[src/rtl/bridge_pkg.sv]
// Shared types for the AXI-FIFO to APB bridge scheduler.
// Struct layouts match the default 4/32/32 FIFO word packing.
package bridge_pkg;

  typedef enum logic [1:0] {
    IDLE,
    SETUP,
    ACCESS
  } state_e;

  localparam logic [1:0] RESP_OKAY   = 2'b00;
  localparam logic [1:0] RESP_SLVERR = 2'b10;

  typedef struct packed {
    logic [3:0]  id;
    logic [31:0] addr;
    logic [31:0] wdata;
    logic [3:0]  wstrb;
  } wreq_t;

  typedef struct packed {
    logic [3:0]  id;
    logic [31:0] addr;
  } rreq_t;

  typedef struct packed {
    logic [3:0] id;
    logic [1:0] resp;
  } bresp_t;

  typedef struct packed {
    logic [3:0]  id;
    logic [31:0] rdata;
    logic [1:0]  resp;
  } rresp_t;

endpackage

[src/rtl/bridge_sched_if.sv]
// APB bus between the bridge scheduler (master) and a peripheral (slave).
// Signal names keep the scheduler-side _o/_i suffixes.
interface bridge_sched_if #(
  parameter int ADDR_W = 32,
  parameter int DATA_W = 32
);
  logic [ADDR_W-1:0]   paddr_o;
  logic                psel_o;
  logic                penable_o;
  logic                pwrite_o;
  logic [DATA_W-1:0]   pwdata_o;
  logic [DATA_W/8-1:0] pstrb_o;
  logic [DATA_W-1:0]   prdata_i;
  logic                pready_i;
  logic                pslverr_i;

  modport master (
    output paddr_o, psel_o, penable_o,
    output pwrite_o, pwdata_o, pstrb_o,
    input  prdata_i, pready_i, pslverr_i
  );

  modport slave (
    input  paddr_o, psel_o, penable_o,
    input  pwrite_o, pwdata_o, pstrb_o,
    output prdata_i, pready_i, pslverr_i
  );
endinterface

[src/rtl/bridge_rr_arb.sv]
// Two-way round-robin arbiter; bit 0 = write, bit 1 = read.
// Ties go to the side opposite the last grant; reset favours write.
module bridge_rr_arb (
  input  logic       clk,
  input  logic       rst_n,
  input  logic [1:0] req,
  input  logic       update,
  output logic [1:0] grant
);
  logic last_rd_q;

  always_comb begin
    grant = 2'b00;
    unique case (1'b1)
      (req == 2'b11): grant = last_rd_q ? 2'b01 : 2'b10;
      (req == 2'b01): grant = 2'b01;
      (req == 2'b10): grant = 2'b10;
      default:        grant = 2'b00;
    endcase
  end

  always_ff @(posedge clk) begin
    if (!rst_n)
      last_rd_q <= 1'b1;
    else if (update)
      last_rd_q <= grant[1];
  end
endmodule

[src/rtl/bridge_sched.sv]
// Schedules AXI write/read FIFO requests onto one APB master port.
// Define BRIDGE_SCHED_TIMEOUT_EN to abort ACCESS after TIMEOUT_CYC cycles.
module bridge_sched
  import bridge_pkg::*;
#(
  parameter int ADDR_W      = 32,
  parameter int DATA_W      = 32,
  parameter int ID_W        = 4,
  parameter int TIMEOUT_CYC = 256
) (
  input  logic                                   clk,
  input  logic                                   rst_n,
  input  logic                                   wreq_empty_i,
  output logic                                   wreq_rden_o,
  input  logic [ID_W+ADDR_W+DATA_W+DATA_W/8-1:0] wreq_rdata_i,
  input  logic                                   rreq_empty_i,
  output logic                                   rreq_rden_o,
  input  logic [ID_W+ADDR_W-1:0]                 rreq_rdata_i,
  input  logic                                   bresp_full_i,
  output logic                                   bresp_wren_o,
  output logic [ID_W+1:0]                        bresp_wdata_o,
  input  logic                                   rresp_full_i,
  output logic                                   rresp_wren_o,
  output logic [ID_W+DATA_W+1:0]                 rresp_wdata_o,
  bridge_sched_if.master                         apb
);
  localparam int STRB_W = DATA_W / 8;

  if (TIMEOUT_CYC < 1) begin : g_bad_cfg
    $error("TIMEOUT_CYC must be positive");
  end

  state_e state, state_nxt;

  logic [ID_W-1:0]   id_q;
  logic [ADDR_W-1:0] addr_q;
  logic [DATA_W-1:0] wdata_q;
  logic [STRB_W-1:0] strb_q;
  logic              write_q;

  logic [1:0]        req, gnt;
  logic              take, done, push, tout;
  logic [1:0]        resp;
  logic [DATA_W-1:0] rdata;

  assign req[0] = !wreq_empty_i && !bresp_full_i;
  assign req[1] = !rreq_empty_i && !rresp_full_i;
  assign take   = rst_n && (state == IDLE) && (gnt != 2'b00);

  bridge_rr_arb u_arb (
    .clk    (clk),
    .rst_n  (rst_n),
    .req    (req),
    .update (take),
    .grant  (gnt)
  );

  assign wreq_rden_o = take && gnt[0];
  assign rreq_rden_o = take && gnt[1];

`ifdef BRIDGE_SCHED_TIMEOUT_EN
  localparam int CNT_W = $clog2(TIMEOUT_CYC + 1);
  logic [CNT_W-1:0] cnt_q;

  always_ff @(posedge clk) begin
    if (!rst_n || state != ACCESS)
      cnt_q <= '0;
    else
      cnt_q <= cnt_q + 1'b1;
  end

  assign tout = (state == ACCESS) && !apb.pready_i &&
                (cnt_q == CNT_W'(TIMEOUT_CYC - 1));
`else
  assign tout = 1'b0;
`endif

  assign done = (state == ACCESS) && (apb.pready_i || tout);
  // Reset wins over a completing beat: the popped request is dropped.
  assign push = rst_n && done;
  assign resp = (apb.pready_i && !apb.pslverr_i) ? RESP_OKAY
                                                 : RESP_SLVERR;
  assign rdata = apb.pready_i ? apb.prdata_i : '0;

  assign bresp_wren_o  = push && write_q;
  assign rresp_wren_o  = push && !write_q;
  assign bresp_wdata_o = bresp_wren_o ? {id_q, resp} : '0;
  assign rresp_wdata_o = rresp_wren_o ? {id_q, rdata, resp} : '0;

  always_comb begin
    state_nxt = state;
    unique case (state)
      IDLE:    if (take) state_nxt = SETUP;
      SETUP:   state_nxt = ACCESS;
      ACCESS:  if (done) state_nxt = IDLE;
      default: state_nxt = IDLE;
    endcase
  end

  always_ff @(posedge clk) begin
    if (!rst_n)
      state <= IDLE;
    else
      state <= state_nxt;
  end

  always_ff @(posedge clk) begin
    if (!rst_n) begin
      id_q    <= '0;
      addr_q  <= '0;
      wdata_q <= '0;
      strb_q  <= '0;
      write_q <= 1'b0;
    end else if (take) begin
      write_q <= gnt[0];
      if (gnt[0]) begin
        {id_q, addr_q, wdata_q, strb_q} <= wreq_rdata_i;
      end else begin
        {id_q, addr_q} <= rreq_rdata_i;
        wdata_q        <= '0;
        strb_q         <= '0;
      end
    end
  end

  assign apb.psel_o    = (state != IDLE);
  assign apb.penable_o = (state == ACCESS);
  assign apb.paddr_o   = addr_q;
  assign apb.pwrite_o  = write_q;
  assign apb.pwdata_o  = wdata_q;
  assign apb.pstrb_o   = strb_q;
endmodule

[src/flat_wrapper.sv]
// flat-port wrapper written by rule: the top's interface ports become plain ports
module bridge_sched_flat import bridge_pkg::*;
#(
  parameter int ADDR_W      = 32,
  parameter int DATA_W      = 32,
  parameter int ID_W        = 4,
  parameter int TIMEOUT_CYC = 256
)
  (clk, rst_n, wreq_empty_i, wreq_rden_o, wreq_rdata_i, rreq_empty_i, rreq_rden_o, rreq_rdata_i, bresp_full_i, bresp_wren_o, bresp_wdata_o, rresp_full_i, rresp_wren_o, rresp_wdata_o, apb_paddr_o, apb_psel_o, apb_penable_o, apb_pwrite_o, apb_pwdata_o, apb_pstrb_o, apb_prdata_i, apb_pready_i, apb_pslverr_i);
  bridge_sched_if #(.ADDR_W(ADDR_W), .DATA_W(DATA_W)) apb_i ();
  input  logic clk;
  input  logic rst_n;
  input  logic wreq_empty_i;
  output logic wreq_rden_o;
  input  logic [ID_W+ADDR_W+DATA_W+DATA_W/8-1:0] wreq_rdata_i;
  input  logic rreq_empty_i;
  output logic rreq_rden_o;
  input  logic [ID_W+ADDR_W-1:0] rreq_rdata_i;
  input  logic bresp_full_i;
  output logic bresp_wren_o;
  output logic [ID_W+1:0] bresp_wdata_o;
  input  logic rresp_full_i;
  output logic rresp_wren_o;
  output logic [ID_W+DATA_W+1:0] rresp_wdata_o;
  output wire logic [$bits(apb_i.paddr_o)-1:0] apb_paddr_o;
  output wire logic [$bits(apb_i.psel_o)-1:0] apb_psel_o;
  output wire logic [$bits(apb_i.penable_o)-1:0] apb_penable_o;
  output wire logic [$bits(apb_i.pwrite_o)-1:0] apb_pwrite_o;
  output wire logic [$bits(apb_i.pwdata_o)-1:0] apb_pwdata_o;
  output wire logic [$bits(apb_i.pstrb_o)-1:0] apb_pstrb_o;
  input wire logic [$bits(apb_i.prdata_i)-1:0] apb_prdata_i;
  input wire logic [$bits(apb_i.pready_i)-1:0] apb_pready_i;
  input wire logic [$bits(apb_i.pslverr_i)-1:0] apb_pslverr_i;
  assign apb_paddr_o = apb_i.paddr_o;
  assign apb_psel_o = apb_i.psel_o;
  assign apb_penable_o = apb_i.penable_o;
  assign apb_pwrite_o = apb_i.pwrite_o;
  assign apb_pwdata_o = apb_i.pwdata_o;
  assign apb_pstrb_o = apb_i.pstrb_o;
  assign apb_i.prdata_i = apb_prdata_i;
  assign apb_i.pready_i = apb_pready_i;
  assign apb_i.pslverr_i = apb_pslverr_i;
  bridge_sched #(.ADDR_W(ADDR_W), .DATA_W(DATA_W), .ID_W(ID_W), .TIMEOUT_CYC(TIMEOUT_CYC)) u_core (.clk(clk), .rst_n(rst_n), .wreq_empty_i(wreq_empty_i), .wreq_rden_o(wreq_rden_o), .wreq_rdata_i(wreq_rdata_i), .rreq_empty_i(rreq_empty_i), .rreq_rden_o(rreq_rden_o), .rreq_rdata_i(rreq_rdata_i), .bresp_full_i(bresp_full_i), .bresp_wren_o(bresp_wren_o), .bresp_wdata_o(bresp_wdata_o), .rresp_full_i(rresp_full_i), .rresp_wren_o(rresp_wren_o), .rresp_wdata_o(rresp_wdata_o), .apb(apb_i));
endmodule
[config.mk]
export PLATFORM = sky130hd
export DESIGN_NAME = bridge_sched_flat
export DESIGN_NICKNAME = d
export VERILOG_FILES = /design/src/rtl/bridge_pkg.sv /design/src/rtl/bridge_sched_if.sv /design/src/rtl/bridge_rr_arb.sv /design/src/rtl/bridge_sched.sv /design/src/flat_wrapper.sv
export SDC_FILE = /design/constraint.sdc
export NUM_CORES = 1
export LEC_CHECK = 0
export CELL_PAD_IN_SITES_DETAIL_PLACEMENT = 0
export CELL_PAD_IN_SITES_GLOBAL_PLACEMENT = 1
export CORE_AREA = 3 3 131 133
export DETAILED_ROUTE_END_ITERATION = 8
export DIE_AREA = 0 0 134 136
export HOLD_SLACK_MARGIN = 0.06
export PLACE_DENSITY = 0.77
export SKIP_LAST_GASP = 1
export SLEW_MARGIN = 0
export SYNTH_ARGS = -nofsm -noshare
export SYNTH_HDL_FRONTEND = slang
export SYNTH_SLANG_ARGS = --single-unit
[constraint.sdc]
create_clock -name clk -period 2.28 [get_ports clk]
set_clock_uncertainty 0.1 [all_clocks]
set_input_delay 0.456 -clock clk [delete_from_list [all_inputs] [get_ports clk]]
set_output_delay 0.456 -clock clk [all_outputs]
set_load 0.05 [all_outputs]
# After elaboration in Yosys (flattened, before gate mapping)
# Cells that the tools add are included.
totals:
  in_bits: 148
  ff_bits: 76
classes:
  muxes: 13
  eq_ne: 7
  n_reduce_logical: 21
ops:
  columns: ["operator", "count"]
  rows:
  - ["32-bit 2-to-1 mux", 3]
  - ["38-bit 2-to-1 mux", 1]
  - ["2-bit one-hot mux with 3 select lines", 2]
  - ["1-bit logical AND", 11]
  - ["2-bit 2-to-1 mux", 4]
  - ["4-bit 2-to-1 mux", 2]
  - ["2-bit equality test, second input constant", 3]
  - ["1-bit zero test", 6]
  - ["6-bit 2-to-1 mux", 1]
  - ["2-bit by 1-bit equality test with 1-bit output, second input constant", 2]
  - ["2-bit by 1-bit inequality test with 1-bit output, second input constant", 2]
  - ["2-bit nonzero test", 2]
  - ["2-bit zero test", 1]
  - ["2-bit AND reduction", 1]

# Depth between registers and ports, before layout
# Gate-level depths: netlist of run 1.
logic_depth:
  word_depth: 8
  mapped_depth: 6
  mapped_depth_nobuf: 3

# By module
# A second synthesis of run 1 with hierarchy kept.
hier_totals:
  cells_unflattened: 327
  hier_area_um2: 3248.1
by_module_without_submodules:
  columns: ["mod", "seq_area_each_um2", "cells_each", "n_inst", "area_per_inst_um2"]
  rows:
  - ["bridge_sched", 1501.4, 320, 1, 3190.6]
  - ["bridge_rr_arb", 20.0, 7, 1, 57.6]

# Worst setup path after synthesis of run 1
# No wires, ideal clock.
synth_timing:
  path_kind: "register to output"
  startpoint: "register u_core.state[1]"
  endpoint: "output bresp_wdata_o[1]"
  setup_slack_ns: -0.878
  path_buffers: 0
  required_ns: 1.724
  arrival_time_ns: 2.602
  stages_incl_launch_ff: 4
  path_cell_list: "dfxtp_1 nor2b_1 and4_1 nor2b_1"
synth_between:
  elab_chain_cells: 5
synth_rtl:
  columns: ["item", "line_no", "source"]
  rows:
  - ["start, declared", "bridge_sched.sv:33", "state_e state, state_nxt;"]
  - ["start signal, assigned", "bridge_sched.sv:104", "state <= state_nxt;"]
  - ["2-bit equality test", null, null]
  - ["net apb_penable_o", "flat_wrapper.sv:27", "output wire logic [$bits(apb_i.penable_o)-1:0] apb_penable_o;"]
  - ["1-bit logical AND", "bridge_sched.sv:78", "assign done = (state == ACCESS) && (apb.pready_i || tout);"]
  - ["1-bit logical AND", "bridge_sched.sv:80", "assign push = rst_n && done;"]
  - ["1-bit logical AND", "bridge_sched.sv:85", "assign bresp_wren_o = push && write_q;"]
  - ["net bresp_wren_o", "flat_wrapper.sv:20", "output logic bresp_wren_o;"]
  - ["6-bit 2-to-1 mux", "bridge_sched.sv:87", "assign bresp_wdata_o = bresp_wren_o ? {id_q, resp} : '0;"]
  - ["end, declared", "flat_wrapper.sv:21", "output logic [ID_W+1:0] bresp_wdata_o;"]
# The timed path passes the listed nets, and every way through them passes these cells.

# Final worst setup path of run 1
layout_timing:
  startpoint: "register u_core.state[1]"
  endpoint: "output rresp_wdata_o[37]"
layout_between:
  elab_chain_cells: 5
layout_rtl:
  columns: ["item", "line_no", "source"]
  rows:
  - ["2-bit equality test", "bridge_sched.sv:78", null]
  - ["1-bit logical AND", "bridge_sched.sv:78", null]
  - ["1-bit logical AND", "bridge_sched.sv:80", null]
  - ["1-bit logical AND", "bridge_sched.sv:86", "assign rresp_wren_o = push && !write_q;"]
  - ["38-bit 2-to-1 mux", "bridge_sched.sv:88", "assign rresp_wdata_o = rresp_wren_o ? {id_q, rdata, resp} : '0;"]
  - ["end, declared", "flat_wrapper.sv:24", "output logic [ID_W+DATA_W+1:0] rresp_wdata_o;"]
# No other way between the ends.

==> impl_metrics.toml, run 1 <==
[worst_setup_path]
critPathTopFamily = "simple AND/OR/NAND/NOR gates"
crit_fanout = 16
critical_path_class = "register to output pin"
arrival_ps = 1710
cpMaxStageDelayCell = "dfxtp_4"
path_cells = "nor2b_4 > and4b_2 > buf_12 > and2_1 > buf_12"
crit_buf_inv = 2
setup.worst_path.end_class = "output pin"
path_common_cell = "buf_12"
max_stage_delay_ps = 350
cp-start-kind = "register"
cp.required_ps = 1720

[yosys]
synthCells = 453
synthMuxAreaShare = 0.00261
synth_compound_area_frac = 0.319
avgSynthCellArea_um2 = 8.45
yosysSeqAreaShare = 0.397
synthTopCellsByArea = "dfxtp_1 40%, nand2_1 11%, o22ai_2 9.8%"
synth_top_cell_area_share = 0.397
syn_area_um2 = 3830
synthXorXnorAreaFrac = 0
ys_ff_latch = 76
synth_top_family_by_area = "compound AO/OA/AOI/OAI gates"
synth-edff-count = 0
netlist-cell-type-count = 35
ys_warn_count = 0
synth-simple-area-share = 0.206
synthArstFlopShare = 0
synthAdderAreaFrac = 0
yosysTopAreaCell = "dfxtp_1"
synth-main-ff-cell = "dfxtp_1"

[timing]
slew_headroom = 0.414
worst_pin_slew_ps = 879
period_share = 0.993
slew_viol_final = 0
rsz0062_at_grt = "yes"
hold-worst-slack_ps = 359
fin_crit_ps = 2270
fmax_mhz = 441
tns_ps = 0
setup_viol = 0
final_hold_viol_count = 0

[global_route]
grt_pass1_vias = 4398
grtUsageTotal = 0.169
antenna_found_initial = 2
grt_pass1_wl_um = 24300
grt_max_degree = 92
gr-total-overflow = 0

[pwr]
internal_power_mw = 3.04
switching_share = 0.330
pwr-share-clk = 0.355
peakVddDrop_mv = 0.295
p_comb_frac = 0.311
power_frac_seq = 0.334
p_per_area_nw_per_um2 = 588
p_sw_mw = 1.50
leakage_nw = 2.92

[floorplanning]
initial_core_util = 0.240
io_pins = 267
rows = 46
die_h_um = 136
dieArea_um2 = 18200
fp.coreArea_um2 = 15900
die_w_um = 134

[clock_network]
cts_buffer_depth = 2
numClockSinks = 76
numCtsBuffers = 9
clk-insertion-delay-late_ps = 340
cts_hold_buffers = 0
cts_tree = "done"
cts.reportedPaths.clkPinSlew_ps = 60
root_buffer = "clkbuf_16"
ctsHtreeMaxLevel = 3

[placed_design]
gp_congestion = 0.816
port_buffers = 264
place_hpwl_um = 12100

[hold_path]
hp-class = "register to register"

[finish]
drive_gt1_frac = 0.239
final_common_cell = "clkdlybuf4s50_1"
area_growth_pct = 102
finish.net_count = 854
final_cell_mix = "214 x clkdlybuf4s50_1, 109 x nand2_1, 74 x dfxtp_1, 54 x buf_12, 38 x o21ai_0"

[detailed_routing]
num_vias = 4532
wire_per_inst_um = 17.9
drtPass1Iterations = 5
routed_wl_um = 16600
postRouteAntennaNets = 0
dr.first_iter.drc_count = 229
drc = 0
viasPerCell = 4.88

[outcome]
status = "finished, final reports clean"

[run]
max-cap-violations = 0
[cell usage after synthesis, drive strengths merged, types with 2 or more instances]
library cell / instances
nand2: 109
dfxtp: 76
and2: 40
o21ai: 39
a22oi: 36
a311oi: 36
clkbuf: 36
o22ai: 36
buf: 18
nor2b: 5
nor2: 4
a21oi: 2
nor3: 2
or2: 2
or3: 2
[power groups by stage]
| stage | Clock, mW | Combinational (mW) | Sequential, mW |
|---|---|---|---|
| after global placement | 0 | 1.38 | 1.54 |
| after floorplan | 0 | 0.402 | 1.90 |
| after global routing | 1.71 | 1.48 | 1.53 |
| after detailed placement | 0 | 1.40 | 1.54 |
| final | 1.61 | 1.41 | 1.52 |
| after CTS | 1.66 | 1.40 | 1.52 |
[sequential cells by signal (all words and copies together), names as in the netlist]
signal / count
u_core.state: 2
u_core.id_q: 4
u_core.apb.pstrb_o: 4
u_core.u_arb.last_rd_q: 1
u_core.apb.pwdata_o: 32
u_core.apb.paddr_o: 32
u_core.apb.pwrite_o: 1
[path summary, 6_finish.rpt]
check                        startpoint                     to  slack, ps  cells past startpoint
setup reg to reg        u_core.state[1]  u_core.apb.paddr_o[6]        360                      5
hold reg to reg   u_core.apb.paddr_o[4]  u_core.apb.paddr_o[4]        360                      2
setup / recovery        u_core.state[1]      rresp_wdata_o[37]         10                      5
hold / removal    u_core.apb.paddr_o[4]  u_core.apb.paddr_o[4]        360                      2
[worst register-to-register path: stages, from the launching register on]
cell and delay [ps]:
dfxtp_4 350, buf_4 140, or3b_1 430, buf_4 280
a311oi_1 370, a22oi_1 140
[final cells by class]
class                   count  area (µm²)
fillers                  1462        8220
well taps                 216         270
flip-flops and latches     76        1530
multi-input cells         323        2130
diodes                      2        5.00
repair buffers            295        3450
inverters                   1        3.75
clock buffers               9         225
clock inverters             7         106
[timing repair]
item / 4_1_cts / 5_1_grt
setup endpoints to repair: 37 / 32
pin swaps: 1 / 1
resized for setup: 5 / 10
buffers inserted: 1 / 7
cloned: 0 / 2
[stage by stage]
stage / cells / cell area [µm²] / util / setup slack, ps / power (mW)
after global placement: 901 / 7270 / 0.456 / -49.2 / 2.92
after global routing: 929 / 7720 / 0.484 / -55.5 / 4.72
final: 929 / 7720 / 0.484 / 14.8 / 4.54
after detailed placement: 901 / 7270 / 0.456 / -93.7 / 2.94
after CTS: 918 / 7610 / 0.478 / 2.54 / 4.58
after floorplan: 454 / 3910 / - / 4.63 / 2.30
[cell families (layout without fill, tap and decap cells)]
group,Yosys count,count (layout)
and+or+nand+nor,169,169
AOI/OAI and AO/OA,151,151
DFF,76,76
buffers and inverters,55,312
other,1,4
muxes,1,1
[per-layer routing]
metal / GRT usage / share of wire
met1: 0.200 / 0.40
met2: 0.284 / 0.49
met3: 0.0507 / 0.091
met4: 0.0714 / 0.025
met5: 0 / 0
(Power assumes the default switching activity.)
==> run 2: changes to the inputs <==
--- a/config.mk
+++ b/config.mk
@@ -5,6 +5,7 @@
 export SDC_FILE = /design/constraint.sdc
 export NUM_CORES = 1
 export LEC_CHECK = 0
+export CAP_MARGIN = 0
 export CELL_PAD_IN_SITES_DETAIL_PLACEMENT = 0
 export CELL_PAD_IN_SITES_GLOBAL_PLACEMENT = 1
 export CORE_AREA = 3 3 131 133
==> results of run 2 <==
No change in the layout: final DEF, timing and power equal those of run 1.
